`src/rtl/grf_scoreboard_pkg.sv`:
```
// Shared definitions for the GRF issue scoreboard: register index widths,
// the zero register and the default pending-write counter width.
package grf_scoreboard_pkg;

  localparam int REG_IDX_W = 5;
  localparam int NUM_REGS  = 32;
  localparam int DEF_CNT_W = 2;

  typedef logic [REG_IDX_W-1:0] reg_idx_t;
  typedef logic [NUM_REGS-1:0]  reg_mask_t;

  localparam reg_idx_t ZERO_REG = 5'd0;

  // True when idx addresses register slot reg_num.
  function automatic logic reg_hit(input reg_idx_t idx, input int reg_num);
    return (idx == reg_idx_t'(reg_num));
  endfunction

endpackage

```
`src/rtl/sb_counter.sv`:
```
// One pending-write counter: saturating up/down count with a synchronous clear.
// An increment and a decrement in the same cycle cancel.
module sb_counter
  import grf_scoreboard_pkg::*;
#(
  parameter int CNT_W = DEF_CNT_W
) (
  input  logic i_clk,
  input  logic i_reset,
  input  logic i_clr,
  input  logic i_inc,
  input  logic i_dec,
  output logic o_busy,
  output logic o_full
);

  localparam logic [CNT_W-1:0] CNT_MAX = '1;

  logic [CNT_W-1:0] r_cnt;
  logic             w_up;
  logic             w_dn;

  // Decrement at zero is dropped: write-backs of work issued before a flush.
  assign w_up = i_inc & ~i_dec & (r_cnt != CNT_MAX);
  assign w_dn = i_dec & ~i_inc & (r_cnt != '0);

  // NOTE: sequential state uses non-blocking assignments so every counter
  // samples the same pre-edge values regardless of block evaluation order.
  always_ff @(posedge i_clk) begin
    if (i_reset || i_clr) begin
      r_cnt <= '0;
    end else if (w_up) begin
      r_cnt <= r_cnt + CNT_W'(1);
    end else if (w_dn) begin
      r_cnt <= r_cnt - CNT_W'(1);
    end
  end

  assign o_busy = (r_cnt != '0);
  assign o_full = (r_cnt == CNT_MAX);

endmodule

```
`src/rtl/grf_scoreboard.sv`:
```
// Issue-side scoreboard for the 32-entry GRF: counts in-flight writes per
// register and stalls issue on a read hazard or a saturated counter.
module grf_scoreboard
  import grf_scoreboard_pkg::*;
#(
  parameter int CNT_W = DEF_CNT_W
) (
  input  logic            i_clk,
  input  logic            i_reset,
  input  logic            i_issue_valid,
  input  logic [4:0]      i_issue_rs,
  input  logic [4:0]      i_issue_rt,
  input  logic            i_use_rs,
  input  logic            i_use_rt,
  input  logic            i_issue_reg_write,
  input  logic [4:0]      i_issue_a3,
  input  logic            i_wb_reg_write,
  input  logic [4:0]      i_wb_a3,
  input  logic            i_flush,
  output logic            o_stall,
  output logic [31:0]     o_busy_mask
);

  reg_mask_t             w_busy;
  reg_mask_t             w_full;
  logic [NUM_REGS-1:1]   w_inc;
  logic [NUM_REGS-1:1]   w_dec;
  logic                  w_hazard;
  logic                  w_full_hit;
  logic                  w_stall;
  logic                  w_accept;

  // Register 0 has no counter, so it can never be busy or full.
  assign w_busy[0] = 1'b0;
  assign w_full[0] = 1'b0;

  // No same-cycle bypass: hazards look only at the current counters.
  assign w_hazard   = (i_use_rs & w_busy[i_issue_rs]) |
                      (i_use_rt & w_busy[i_issue_rt]);
  assign w_full_hit = i_issue_reg_write & (i_issue_a3 != ZERO_REG) &
                      w_full[i_issue_a3];
  assign w_stall    = i_issue_valid & (w_hazard | w_full_hit) & ~i_reset;
  assign w_accept   = i_issue_valid & ~w_stall & ~i_flush & ~i_reset;

  // NOTE: every always_comb output gets a default first so no path leaves it
  // unassigned, which would otherwise infer a latch.
  always_comb begin
    w_inc = '0;
    w_dec = '0;
    for (int i = 1; i < NUM_REGS; i++) begin
      w_inc[i] = w_accept & i_issue_reg_write & reg_hit(i_issue_a3, i);
      w_dec[i] = i_wb_reg_write & reg_hit(i_wb_a3, i);
    end
  end

  for (genvar g = 1; g < NUM_REGS; g++) begin : g_cnt
    sb_counter #(.CNT_W(CNT_W)) u_cnt (
      .i_clk   (i_clk),
      .i_reset (i_reset),
      .i_clr   (i_flush),
      .i_inc   (w_inc[g]),
      .i_dec   (w_dec[g]),
      .o_busy  (w_busy[g]),
      .o_full  (w_full[g])
    );
  end

  assign o_stall     = w_stall;
  assign o_busy_mask = w_busy;

endmodule

```
`config.mk`:
```
export PLATFORM = sky130hd
export DESIGN_NAME = grf_scoreboard
export DESIGN_NICKNAME = d
export VERILOG_FILES = /design/src/rtl/grf_scoreboard_pkg.sv /design/src/rtl/sb_counter.sv /design/src/rtl/grf_scoreboard.sv
export SDC_FILE = /design/constraint.sdc
export NUM_CORES = 1
export LEC_CHECK = 0
export CORE_UTILIZATION = 58
export CTS_CLUSTER_SIZE = 25
export DETAILED_ROUTE_END_ITERATION = 8
export PLACE_DENSITY_LB_ADDON = 0.1
export SLEW_MARGIN = 10
export SYNTH_ARGS = -nofsm -noshare
export SYNTH_HDL_FRONTEND = slang
export SYNTH_HIERARCHICAL = 1
export SYNTH_SLANG_ARGS = --single-unit
```
`constraint.sdc`:
```
create_clock -name i_clk -period 4.6 [get_ports i_clk]
set_input_delay 0.69 -clock i_clk [delete_from_list [all_inputs] [get_ports i_clk]]
set_output_delay 0.69 -clock i_clk [all_outputs]
set_load 0.02 [all_outputs]
```
==> results of run 1 <==
-- worst paths after layout --
| kind | to | start | slack (ns) |
|---|---|---|---|
| max | o_stall | i_issue_rt[0] | 0.38 |
| max reg2reg | g_cnt[17].u_cnt/r_cnt[0]$_SDFFE_PP0P_ | g_cnt[10].u_cnt/r_cnt[0]$_SDFFE_PP0P_ | 0.93 |
| min | g_cnt[7].u_cnt/r_cnt[1]$_SDFFE_PP0P_ | g_cnt[7].u_cnt/r_cnt[1]$_SDFFE_PP0P_ | 0.51 |
| min reg2reg | g_cnt[7].u_cnt/r_cnt[1]$_SDFFE_PP0P_ | g_cnt[7].u_cnt/r_cnt[1]$_SDFFE_PP0P_ | 0.51 |
-- cells by family after synthesis --
kind of cell	share of synthesized area, %
and+or+nand+nor	43.4
AOI/OAI and AO/OA	21.2
DFF	22.5
muxes	9.59
buffers and inverters	3.20
other	0.0680
-- placed cells by master (no fill, tap or decap), drive strengths merged, types with 3 or more instances in the layout --
cell           netlist  routed
or2                 32      32
buf                 17      15
nor2b                8       8
o21ai               66      66
a2111oi             31      31
clkdlybuf4s50        0      57
clkbuf               9      12
or2b                31      31
nand3                8       8
and3b               31      31
nor4                31      31
mux2                 5       5
nand4b               3       3
dfxtp               62      62
nand2b              43      43
nor3                39      39
mux4                15      15
nor2                32      32
and2b               32      32
mux2i               12      12
and2                31      31
inv                  3       3
a211oi              31      31
nand2               48      48
-- layer usage --
| layer | up-vias | track usage, % |
|---|---|---|
| met5 | - | 0 |
| met4 | 0 | 11.3 |
| met3 | 33 | 5.62 |
| met2 | 183 | 52.5 |
| met1 | 2550 | 41.9 |
| li1 | 2539 | - |
-- through the flow --
stage,setup WS [ns],hold slack (ns),cells
after global routing,0.306,0.542,838
after floorplan,1.21,0.467,647
after global placement,0.410,0.490,822
after detailed placement,0.354,0.501,822
after CTS,0.382,0.509,838
final,0.380,0.514,838
-- area by class of cell --
cell class                      instances  area [µm²]
Multi-Input combinational cell        556        4100
Fill cell                             732        2820
Inverter                                3        11.3
Sequential cell                        62        1240
Tap cell                              129         161
Clock inverter                          4        70.1
Timing Repair Buffer                   72         691
Clock buffer                           12         145
-- report_power, final --
group | switching (mW) | internal [mW] | leakage, nW
combinational | 0.102 | 0.0566 | 1.67
sequential | 0.000187 | 0.536 | 0.499
clock | 0.228 | 0.319 | 0.110
total | 0.330 | 0.912 | 2.27
-- worst max-delay path: cells and delay by family --
kind	cells	cell delay [ns]
buffers and inverters	3	1.30
AOI/OAI and AO/OA	4	0.96
muxes	1	0.58
==> impl_metrics.csv, run 1 <==
group,metric,value,unit
sta,max_clock_freq,237,MHz
pwr,static-leakage-power,2.27,nW
setup_path,critical_path_peak_fanout,17,
synth,ys_ff_latch,62,
route,via_count,5305,
sta,timing_max_transition_violations_final,0,
setup_path,timing.critical_path.cells,"clkdlybuf4s50_1 > buf_4 > mux4_1 > o2111ai_1 > a32oi_1 > a211o_4 > o21a_1 > clkdlybuf4s50_1",
cells_and_area,largest_reg_flops,62,
setup_path,reg2reg_depth,11,
synth,yosysTopAreaCell,"sky130_fd_sc_hd__dfxtp_1",
synth,warnings_from_yosys,6,
route,route.top_layer_used,"met4",
cells_and_area,final_area,6420,µm²
cts,ctsResizeCount,0,
placed_design,placed_standard_cell_area,6200,µm²
route,routed-wl-met2,7070,µm
min_path,hold_path_class,"register to register",
cells_and_area,largest_register,"g_cnt.u_cnt/r_cnt",
setup_path,crit_path_start_kind,"primary input",
cells_and_area,drive_above_1_share,22.0,%
die,core_region_area,9240,µm²
cells_and_area,diodes,0,
sta,timing.final.crit_period,4.22,ns
setup_path,setup.worst_path.class,"primary input to output pin",
synth,area_share_of_the_largest_cell_type_after_synthesis,22.5,%
cts,number_of_sinks_handled_by_clock_tree_synthesis,62,
placed_design,place.port_buffers,59,
synth,ys_async_sr_fraction,0,%
cells_and_area,finish.net_count,732,
route,wl_met3,913,µm
placed_design,globalplace.congestion,0.874,
route,detail_route.wl_per_cell,18.1,µm
min_path,hold_path_depth,2,
outcome,outcome,"completed",
synth,most_used_standard_cell_by_instance_count_after_synthesis,"sky130_fd_sc_hd__o21ai_0",
cts,cts_tree,"done",
die,num_rows,35,
synth,syn-mean-instance-area,8.53,µm²
pwr,peakVddDrop,141,µV
setup_path,max_stage_delay,0.58,ns
route,route.final.wire_length,15200,µm
cells_and_area,core_utilization_of_the_finished_layout,69.5,%
route,drt_pre_antenna_iters,5,
setup_path,crit_path_top_delay_cell,"sky130_fd_sc_hd__mux4_1",
cts,worst_skew_pair.late_latency,0.34,ns
global_routing,grt_start_max_net_pins,64,
pwr,finalPower,1.24,mW
synth,synth_fp_nets,675,
setup_path,critPathRequiredTime,3.91,ns
route,drt_iter0_markers,367,
cts,cts_root_buf,"sky130_fd_sc_hd__clkbuf_8",
global_routing,grt.overflow.total,0,
synth,synth.top_cells.by_area,"sky130_fd_sc_hd__dfxtp_1, sky130_fd_sc_hd__a2111oi_2, sky130_fd_sc_hd__o21ai_0",
global_routing,first_global_vias,4964,
setup_path,timing.critical_path.to_type,"output pin",
synth,ys_types,51,
cells_and_area,area_growth_syn_to_layout,16.3,%
sta,largest_clock_skew_in_the_final_design,0.00810,ns
sta,timing.setup.tns,0,ns
cells_and_area,top_regs,"g_cnt.u_cnt/r_cnt: 62 flops",
placed_design,half_perimeter_wire_length_after_placement,11200,µm
global_routing,grt.total_usage,31.8,%
cts,cts.hold.buffers_added,0,
synth,netlist_instances,647,
global_routing,initial_antenna_violation_count,0,
synth,number_of_flops_mapped_to_enable_cells_by_yosys,0,
die,start_util,59.7,%
sta,setup_violations,0,
route,drc,0,
sta,tightest_slew,0.950,ns
sta,final.period_utilization,91.7,%
cts,clkTransAtPathRegs,0.07,ns
die,design.die.area,9910,µm²
cts,cts.htree.levels,3,
cts,cts_setup_buffers,0,
route,drt-met1-wl,6840,µm
synth,synth_common_cells,"sky130_fd_sc_hd__o21ai_0, sky130_fd_sc_hd__dfxtp_1, sky130_fd_sc_hd__nand2_1",
die,die_x_extent,99.5,µm
sta,worst_slew_margin_rel,36.7,%
synth,synth.yosys.seq_area_share,22.5,%
die,num_io_pins,61,
synth,synthFlopType,"sky130_fd_sc_hd__dfxtp_1",
cts,cts_buffer_depth,2,
pwr,power_density,193,nW/µm²
synth,mappedNetlistArea,5520,µm²
setup_path,worst-endpoint-arrival,3.53,ns
setup_path,crit_path_frequent_cell,"sky130_fd_sc_hd__clkdlybuf4s50_1",
cts,tritoncts.num_buffers,9,
global_routing,first_pass_grt_wire_length,24700,µm
sta,final_hold_viol_count,0,
job,drv.max_cap_violation_count,0,
route,antenna_violating_nets_post_route,0,
sta,grt_setup_unrepaired,"no",
route,drt-vias-per-instance,6.33,
die,die_height,99.5,µm
(Power assumes the default switching activity.)
==> inputs of run 2 (changes only) <==
--- a/config.mk
+++ b/config.mk
@@ -14,3 +14,4 @@
 export SYNTH_HDL_FRONTEND = slang
 export SYNTH_HIERARCHICAL = 1
 export SYNTH_SLANG_ARGS = --single-unit
+export TNS_END_PERCENT = 30
==> results of run 2 <==
No change in the layout: final DEF, timing and power equal those of run 1.
